File: src/rtl/fsub_halfprecision_seq_pkg.sv
// Shared widths, limits and FSM encoding for the half-precision subtractor.
package fsub_halfprecision_seq_pkg;

  localparam int EXP_W = 5;
  localparam int MAN_W = 10;
  localparam int SIG_W = MAN_W + 1;
  localparam int RES_W = MAN_W + 2;

  localparam logic [EXP_W-1:0] EXP_MAX = 5'b11111;
  localparam logic [EXP_W-1:0] EXP_TOP = 5'b11110;
  localparam logic [3:0]       ALIGN_CAP = 4'd11;

  typedef enum logic [2:0] {
    ST_IDLE  = 3'd0,
    ST_ALIGN = 3'd1,
    ST_ARITH = 3'd2,
    ST_NORM  = 3'd3,
    ST_DONE  = 3'd4
  } state_t;

  // Beyond 11 shifts the smaller significand is already all zeros.
  function automatic logic [3:0] align_count(input logic [EXP_W-1:0] diff);
    if (diff > EXP_W'(ALIGN_CAP)) begin
      return ALIGN_CAP;
    end
    return diff[3:0];
  endfunction

endpackage

File: src/rtl/fsub_mantissa_alu.sv
// Combinational add/subtract of two 11-bit significands into a 12-bit result.
module fsub_mantissa_alu
  import fsub_halfprecision_seq_pkg::*;
(
  input  logic [SIG_W-1:0] i_a,
  input  logic [SIG_W-1:0] i_b,
  input  logic             i_sub,
  output logic [RES_W-1:0] o_res
);

  always_comb begin
    o_res = '0;
    if (i_sub) begin
      o_res = {1'b0, i_a} - {1'b0, i_b};
    end else begin
      o_res = {1'b0, i_a} + {1'b0, i_b};
    end
  end

endmodule

File: src/rtl/fsub_halfprecision_seq.sv
// Multi-cycle half-precision A-B: capture/order, serial align, add/sub, serial normalise.
module fsub_halfprecision_seq
  import fsub_halfprecision_seq_pkg::*;
(
  input  logic        clk,
  input  logic        rst,
  input  logic        in_Valid,
  input  logic        in_Sign_1,
  input  logic [5:1]  in_Exponent_1,
  input  logic [10:1] in_Mantissa_1,
  input  logic        in_Sign_2,
  input  logic [5:1]  in_Exponent_2,
  input  logic [10:1] in_Mantissa_2,
  output logic        out_Ready,
  output logic        out_Valid,
  output logic        out_Sign,
  output logic [5:1]  out_Exponent,
  output logic [10:1] out_Mantissa
);

  state_t             r_state;
  state_t             w_state_nxt;

  logic               r_sign_l;
  logic               r_sub;
  logic [EXP_W-1:0]   r_exp;
  logic [SIG_W-1:0]   r_man_l;
  logic [SIG_W-1:0]   r_man_s;
  logic [3:0]         r_cnt;
  logic [RES_W-1:0]   r_res;

  logic               r_out_valid;
  logic               r_out_sign;
  logic [EXP_W-1:0]   r_out_exp;
  logic [MAN_W-1:0]   r_out_man;

  logic               w_a_ge_b;
  logic               w_sign_b_eff;
  logic               w_sign_l;
  logic               w_sign_s;
  logic [EXP_W-1:0]   w_exp_l;
  logic [EXP_W-1:0]   w_exp_s;
  logic [MAN_W-1:0]   w_man_l;
  logic [MAN_W-1:0]   w_man_s;
  logic [EXP_W-1:0]   w_diff;
  logic [3:0]         w_cnt0;
  logic [RES_W-1:0]   w_alu_res;
  logic               w_underflow;
  logic               w_overflow;

  // Operand ordering: B enters already negated so the rest is a plain add.
  always_comb begin
    w_sign_b_eff = ~in_Sign_2;
    w_a_ge_b     = {in_Exponent_1, in_Mantissa_1} >= {in_Exponent_2, in_Mantissa_2};
    w_sign_l     = w_a_ge_b ? in_Sign_1     : w_sign_b_eff;
    w_sign_s     = w_a_ge_b ? w_sign_b_eff  : in_Sign_1;
    w_exp_l      = w_a_ge_b ? in_Exponent_1 : in_Exponent_2;
    w_exp_s      = w_a_ge_b ? in_Exponent_2 : in_Exponent_1;
    w_man_l      = w_a_ge_b ? in_Mantissa_1 : in_Mantissa_2;
    w_man_s      = w_a_ge_b ? in_Mantissa_2 : in_Mantissa_1;
    w_diff       = w_exp_l - w_exp_s;
    w_cnt0       = align_count(w_diff);
  end

  fsub_mantissa_alu u_alu (
    .i_a   (r_man_l),
    .i_b   (r_man_s),
    .i_sub (r_sub),
    .o_res (w_alu_res)
  );

  always_comb begin
    w_underflow = (r_exp <= EXP_W'(1));
    w_overflow  = (r_exp >= EXP_TOP);
  end

  always_ff @(posedge clk) begin
    if (rst) begin
      r_state <= ST_IDLE;
    end else begin
      r_state <= w_state_nxt;
    end
  end

  always_comb begin
    w_state_nxt = r_state;
    case (r_state)
      ST_IDLE: begin
        if (in_Valid) begin
          w_state_nxt = (w_cnt0 != 4'd0) ? ST_ALIGN : ST_ARITH;
        end
      end
      ST_ALIGN: begin
        if (r_cnt == 4'd1) begin
          w_state_nxt = ST_ARITH;
        end
      end
      ST_ARITH: w_state_nxt = ST_NORM;
      ST_NORM: begin
        if (r_res == '0 || r_res[RES_W-1] || r_res[RES_W-2] || w_underflow) begin
          w_state_nxt = ST_DONE;
        end
      end
      ST_DONE: w_state_nxt = ST_IDLE;
      default: w_state_nxt = ST_IDLE;
    endcase
  end

  always_ff @(posedge clk) begin
    if (rst) begin
      r_sign_l    <= 1'b0;
      r_sub       <= 1'b0;
      r_exp       <= '0;
      r_man_l     <= '0;
      r_man_s     <= '0;
      r_cnt       <= '0;
      r_res       <= '0;
      r_out_valid <= 1'b0;
      r_out_sign  <= 1'b0;
      r_out_exp   <= '0;
      r_out_man   <= '0;
    end else begin
      r_out_valid <= (r_state == ST_DONE);
      case (r_state)
        ST_IDLE: begin
          if (in_Valid) begin
            r_sign_l <= w_sign_l;
            r_sub    <= (w_sign_l != w_sign_s);
            r_exp    <= w_exp_l;
            r_man_l  <= {1'b1, w_man_l};
            r_man_s  <= {1'b1, w_man_s};
            r_cnt    <= w_cnt0;
          end
        end
        ST_ALIGN: begin
          r_man_s <= r_man_s >> 1;
          r_cnt   <= r_cnt - 4'd1;
        end
        ST_ARITH: begin
          r_res <= w_alu_res;
        end
        ST_NORM: begin
          if (r_res == '0) begin
            r_sign_l <= 1'b0;
            r_exp    <= '0;
          end else if (r_res[RES_W-1]) begin
            if (w_overflow) begin
              r_exp <= EXP_MAX;
              r_res <= '0;
            end else begin
              r_exp <= r_exp + EXP_W'(1);
              r_res <= r_res >> 1;
            end
          end else if (!r_res[RES_W-2]) begin
            // Another left shift would push the exponent to zero: flush.
            if (w_underflow) begin
              r_sign_l <= 1'b0;
              r_exp    <= '0;
              r_res    <= '0;
            end else begin
              r_exp <= r_exp - EXP_W'(1);
              r_res <= r_res << 1;
            end
          end
        end
        ST_DONE: begin
          r_out_sign <= r_sign_l;
          r_out_exp  <= r_exp;
          r_out_man  <= r_res[MAN_W-1:0];
        end
        default: begin
        end
      endcase
    end
  end

  assign out_Ready    = (r_state == ST_IDLE);
  assign out_Valid    = r_out_valid;
  assign out_Sign     = r_out_sign;
  assign out_Exponent = r_out_exp;
  assign out_Mantissa = r_out_man;

endmodule

File: config.mk
export PLATFORM = sky130hd
export DESIGN_NAME = fsub_halfprecision_seq
export DESIGN_NICKNAME = d
export VERILOG_FILES = /design/src/rtl/fsub_halfprecision_seq_pkg.sv /design/src/rtl/fsub_mantissa_alu.sv /design/src/rtl/fsub_halfprecision_seq.sv
export SDC_FILE = /design/constraint.sdc
export NUM_CORES = 1
export LEC_CHECK = 0
export ABC_AREA = 1
export CAP_MARGIN = 20
export CORE_ASPECT_RATIO = 0.5
export CORE_MARGIN = 3
export CORE_UTILIZATION = 49
export CTS_CLUSTER_DIAMETER = 30
export DETAILED_ROUTE_END_ITERATION = 8
export PLACE_DENSITY = 0.71
export REMOVE_ABC_BUFFERS = 1
export SETUP_SLACK_MARGIN = 0.4
export SLEW_MARGIN = 30
export SYNTH_ARGS = -nofsm -noshare
export SYNTH_HDL_FRONTEND = slang
export SYNTH_SLANG_ARGS = --single-unit
File: constraint.sdc
create_clock -name clk -period 7.3 [get_ports clk]
set_input_delay 0.73 -clock clk [delete_from_list [all_inputs] [get_ports clk]]
set_output_delay 0.73 -clock clk [all_outputs]
set_load 0.01 [all_outputs]
==> impl_metrics.json, run 1 <==
{
  "grt_overflow": 0,
  "tns_ps": 0,
  "synth_area_leaders": "dfxtp_1 28%, nand2_1 10%, ha_1 9.3%",
  "io_pins": 53,
  "first_pass_iters": 6,
  "power_w": 0.00201,
  "worstSetupPathType": "in2reg",
  "fp.dieW_um": 143,
  "ys_ff_latch": 65,
  "cts_tree": "built",
  "cts-resized-gates": 0,
  "post_route_cells_drive_above_1_share": 0.0688,
  "postCtsHoldBufs": 0,
  "grt_pass1_vias": 3918,
  "worstPathRequired_ps": 7500,
  "syn-instance-count": 679,
  "placed_cell_area_mm2": 0.00518,
  "fin_skew_ps": 7.65,
  "drt_iter0_drc": 437,
  "initial_core_util": 0.515,
  "root_buffer": "clkbuf_16",
  "min_path_cells": 1,
  "worstMarginPinSlew_ps": 845,
  "maxCapViolCount": 0,
  "synthToLayoutAreaGrowth_pct": 19.8,
  "cts_num_sinks": 65,
  "ir_worst_vdd_uv": 175,
  "post_drt_wl_per_cell_um": 13.8,
  "wirelength_mm": 11.7,
  "cp-start-kind": "input port",
  "rows": 24,
  "startpoint": "in_Exponent_2[4]",
  "grt_first_pass_wirelength_mm": 19.2,
  "cp-end-kind": "flip-flop",
  "clk_latency_ps": 330,
  "cts_buffers": 9,
  "power.density_mw_per_mm2": 367,
  "path_max_fanout": 43,
  "rr_worst_depth": 22,
  "netlist.area_leader.share": 0.284,
  "post-route-min-period_ps": 3600,
  "ant_nets": 0,
  "regToRegStartpoint": "r_man_s[0]",
  "syn_area_mm2": 0.00458,
  "crit_arrival_ps": 3800,
  "fin_nets": 792,
  "vias_per_cell": 5.33,
  "die-area_mm2": 0.0106,
  "gp_congestion": 0.856,
  "rsz0062_at_grt": "no",
  "max_freq_mhz": 278,
  "clockBufferDepth": 2,
  "max_stage_delay_ps": 510,
  "avgSynthCellArea_um2": 6.74,
  "relSlewSlack": 0.435,
  "cpMostUsedCell": "nand2_1",
  "power.leakage_nw": 2.50,
  "track_usage": 0.227,
  "ys_seq_area_frac": 0.284,
  "antenna_found_initial": 0,
  "status": "finished clean",
  "post_cts_buffers": 0,
  "yosys.area.top_type": "dfxtp_1",
  "setup_viol": 0,
  "cp_cell_sequence": "clkdlybuf4s50_1, inv_1, ha_1, nand2_1, inv_1, nand2_1, nand3_1, nor2_2, nand3_4, nand2_1, nand3_2, ha_1, inv_1, nand2_2, nand2_1, nand2_1, nand2_1, nand2_1, inv_2, nand3_2, o21bai_2, nand2_1, nand2_1, a21oi_1",
  "yosys.cell_types.count": 42,
  "dr_total_vias": 4499,
  "hold_class": "reg2reg",
  "drc": 0,
  "drv_slew": 0,
  "rrSetupSlack_ps": 4400,
  "hpwl_mm": 8.56,
  "holdCritStartpoint": "r_man_l[10]",
  "htree_levels": 3,
  "portBuffers": 52,
  "finalCritPeriodShare": 0.494,
  "synth_warnings": 0,
  "hold_viol": 0,
  "fin_util": 0.617,
  "num_antenna_cells": 0,
  "final_area_mm2": 0.00549,
  "core_area_mm2": 0.00889,
  "cp_slowest_cell": "clkdlybuf4s50_1",
  "die_h_um": 74.4,
  "grt_max_degree": 44,
  "clk_pin_slew_ps": 60
}
## cells in the mapped netlist, drive strengths merged
cell type  count
nand4          4
fa             1
nand2        135
o211ai        31
o21a           1
o2111ai        1
inv          107
o32ai          1
xor2          13
a221oi         1
clkinv         4
o21bai         2
o21ai         60
clkbuf        16
or2            4
nor2          52
o31ai          2
nor4           4
ha            34
nand3         30
a31oi         24
a211oi         6
nor3           9
a21oi         54
a22oi          1
buf            7
a311oi         1
o311ai         2
xnor2          7
dfxtp         65
## cell usage in the layout (no fill, tap or decap), types with 2 or more instances in the layout
cell type,n
clkinv_1,3
nand2_1,127
or2_2,4
buf_4,3
nor2_2,4
clkbuf_16,9
inv_1,100
clkbuf_8,2
nand2_2,7
a31oi_1,24
clkdlybuf4s50_1,52
nor3_1,8
xor2_1,13
nand4_1,4
a211oi_1,6
dfxtp_1,65
xnor2_1,7
a21oi_1,53
o311ai_0,2
nor2_1,47
o211ai_1,31
ha_1,34
nand3_2,3
nand3_1,26
o21ai_0,59
o31ai_1,2
inv_2,8
nor4_1,4
## layout make-up
type                            instances  area (µm²)
Fill cell                             842        3400
Inverter                              111         417
Clock inverter                          4        51.3
Timing Repair Buffer                   55         543
Clock buffer                           12         256
Multi-Input combinational cell        480        2770
Tap cell                              117         146
Sequential cell                        65        1300
## where the power goes
group | leakage, nW | switching [W] | total, W | internal, W
logic | 1.82 | 0.000622 | 0.00103 | 0.000407
registers | 0.532 | 0.000104 | 0.000546 | 0.000441
clock network | 0.149 | 0.000156 | 0.000439 | 0.000283
## cell families after synthesis
| kind of cell | count (synthesis) | share of synthesized area |
|---|---|---|
| DFF | 65 | 0.284 |
| AOI/OAI and AO/OA | 187 | 0.241 |
| adders and majority gates | 35 | 0.0973 |
| xor gates and xnor gates | 20 | 0.0383 |
| buffers and inverters | 134 | 0.110 |
| and+or+nand+nor | 238 | 0.229 |
## metrics by stage
step / instances / setup slack (ps) / hold slack [ps]
floorplan: 656 / 4220 / 444
global placement: 828 / 3460 / 462
detailed placement: 828 / 3390 / 465
CTS: 844 / 3720 / 479
global route: 844 / 3260 / 498
finish: 844 / 3700 / 476
## flip-flops by register name, indices dropped and copies added (netlist names)
register and cells:
r_state 3, out_Valid 1, r_sub 1, out_Mantissa 10, r_res 12, r_cnt 4
out_Exponent 5, r_man_s 11, r_man_l 11, r_sign_l 1, out_Sign 1, r_exp 5
## routing by layer
layer  GRT usage  part of all wire
met2       0.319              0.39
met5           0                 0
met4      0.0506            0.0099
met3      0.0507             0.065
met1       0.351              0.53
## critical path: cells and delay by family
kind / cells / cell delay [ps]
compound gates: 2 / 190
simple gates: 15 / 1600
buf+inv: 5 / 770
fa+ha+maj: 2 / 510
## final timing paths
check           endpoint
max           r_state[0]
min reg2reg  r_man_l[10]
max reg2reg    r_res[11]
min          r_man_l[10]
Note: power is estimated with default switching activity, not from simulation.
==> run 2: changes to the inputs <==
PLACE_DENSITY = 0.74   (was 0.71)
clock period = 3 ns   (was 7.3 ns; I/O delays follow)
==> run 2 against run 1 <==
Effect of this change:
- worst hold slack got worse by 100 ps
- register-to-register slack got worse by 4200 ps
- via count rose by 8.8%
- sequential power rose to 2.5 times the previous value
==> impl_metrics.json, run 2 (same netlist as run 1, synthesis figures left out) <==
{
  "antenna_found_initial": 0,
  "fin_cells": 881,
  "cp_cell_sequence": "nor2_2, inv_1, o21ai_1, xor2_1, inv_1, ha_1, nand2_4, nor2_2, a211oi_2, o31ai_1, nand2_1, nand2_2, a21oi_2, o21ai_1, nand2_1, nand2_1, nand2_1, nand3_2, a21oi_2",
  "min_path_cells": 3,
  "worstSetupPathType": "reg2reg",
  "placed_cell_area_mm2": 0.00530,
  "fin_ws_ps": 189,
  "die_h_um": 74.4,
  "drv_slew": 0,
  "final_common_cell": "nand2_1",
  "wirelength_mm": 13.6,
  "vias_per_cell": 5.56,
  "cts_num_sinks": 65,
  "fp.dieW_um": 143,
  "holdCritStartpoint": "in_Mantissa_1[4]",
  "first_pass_iters": 6,
  "final_cell_mix": "103 x nand2_1, 80 x inv_1, 61 x dfxtp_1",
  "largest_reg_flops": 12,
  "grt_first_pass_wirelength_mm": 20.2,
  "dr_total_vias": 4895,
  "relSlewSlack": 0.590,
  "r2r-end": "r_res[11]",
  "power.density_mw_per_mm2": 923,
  "crit_buf_inv": 2,
  "path_max_fanout": 5,
  "cts_buffers": 9,
  "post_route_cells_drive_above_1_share": 0.241,
  "cts_tree": "built",
  "root_buffer": "clkbuf_16",
  "setup_viol": 0,
  "gp_congestion": 0.839,
  "grt_max_degree": 38,
  "post_drt_wl_per_cell_um": 15.4,
  "grt_overflow": 0,
  "reg_top3": "r_res (12), r_man_l (11), r_man_s (11)",
  "regToRegStartpoint": "r_man_s[3]",
  "die-area_mm2": 0.0106,
  "worstMarginPinSlew_ps": 615,
  "clockBufferDepth": 2,
  "maxCapViolCount": 0,
  "n_fill_cell": 674,
  "track_usage": 0.237,
  "worstPathRequired_ps": 3280,
  "place_ws_ps": -44.7,
  "fin_skew_ps": 9.83,
  "initial_core_util": 0.515,
  "cp_slowest_cell": "dfxtp_1",
  "hold_viol": 0,
  "status": "finished clean",
  "rr_worst_depth": 19,
  "holdPathEnd": "r_man_s[3]",
  "portBuffers": 52,
  "core_area_mm2": 0.00889,
  "hpwl_mm": 8.77,
  "regMostFlops": "r_res",
  "rsz0062_at_grt": "yes",
  "final_area_mm2": 0.00635,
  "critical-path-top-delay-family": "compound AO/OA/AOI/OAI gates",
  "drt_iter0_drc": 590,
  "cp-end-kind": "flip-flop",
  "drc": 0,
  "ir_worst_vdd_uv": 496,
  "max_freq_mhz": 356,
  "synthToLayoutAreaGrowth_pct": 38.8,
  "rrSetupSlack_ps": 190,
  "cpMostUsedCell": "nand2_1",
  "io_pins": 53,
  "grt_pass1_vias": 4119,
  "cp-start-kind": "flip-flop",
  "rows": 24,
  "post-route-min-period_ps": 2810,
  "clk_pin_slew_ps": 60,
  "num_antenna_cells": 0,
  "finalCritPeriodShare": 0.937,
  "postCtsHoldBufs": 0,
  "fin_nets": 829,
  "htree_levels": 3,
  "power.leakage_nw": 3.00,
  "crit_arrival_ps": 3090,
  "dp_cells": 844,
  "max_stage_delay_ps": 380,
  "clk_latency_ps": 340,
  "ant_nets": 0,
  "power_w": 0.00586,
  "hold_class": "in2reg"
}
==> run 2: timing repair <==
item | CTS | global route
setup endpoints to repair | 11 | 12
gates cloned | 0 | 0
gates resized for setup | 45 | 119
buffers inserted | 11 | 10
pin swaps | 21 | 57
==> run 2: worst max-delay path by stage <==
stage                           from    endpoint  slack, ps  depth (start not counted)
finish                    r_man_s[3]   r_res[11]        190                         19
global route              r_man_s[3]   r_res[11]         20                         19
CTS                       r_man_s[0]   r_res[11]        330                         24
detailed placement  in_Exponent_2[1]  r_state[0]        -40                         23
global placement    in_Mantissa_2[7]  r_state[0]         30                         24
floorplan           in_Exponent_2[4]  r_state[0]        350                         23
==> run 2: power breakdown <==
part | switching [W] | total, W | internal [W]
logic | 0.00194 | 0.00345 | 0.00151
clock network | 0.000386 | 0.00105 | 0.000662
registers | 0.000288 | 0.00137 | 0.00108
total | 0.00261 | 0.00586 | 0.00325
==> run 2: per-layer routing <==
layer / track usage / share of wire
met2: 0.344 / 0.43
met1: 0.358 / 0.47
met3: 0.0450 / 0.078
met5: 0 / 0
met4: 0.0685 / 0.014
==> run 2: tightest hold or removal path: stages <==
cell	delay, ps
dlymetal6s2s_1	130
o211ai_1	120
a31oi_1	120
==> run 2: cell type report <==
class,instances,area (µm²),area share
sequential,65,1310,0.206
multi-input combinational,480,3290,0.517
clock buffer,11,243,0.0382
inverter,111,422,0.0664
timing repair buffer,92,892,0.140
clock inverter,5,55.1,0.00866
tap,117,146,0.0230
==> run 2: through the flow <==
step | hold slack [ps] | TNS [ps] | util
detailed placement | 464 | -67.6 | 0.596
CTS | 477 | 0 | 0.658
finish | 376 | 0 | 0.715
global placement | 461 | 0 | 0.596
floorplan | 362 | 0 | -
global route | 419 | 0 | 0.715
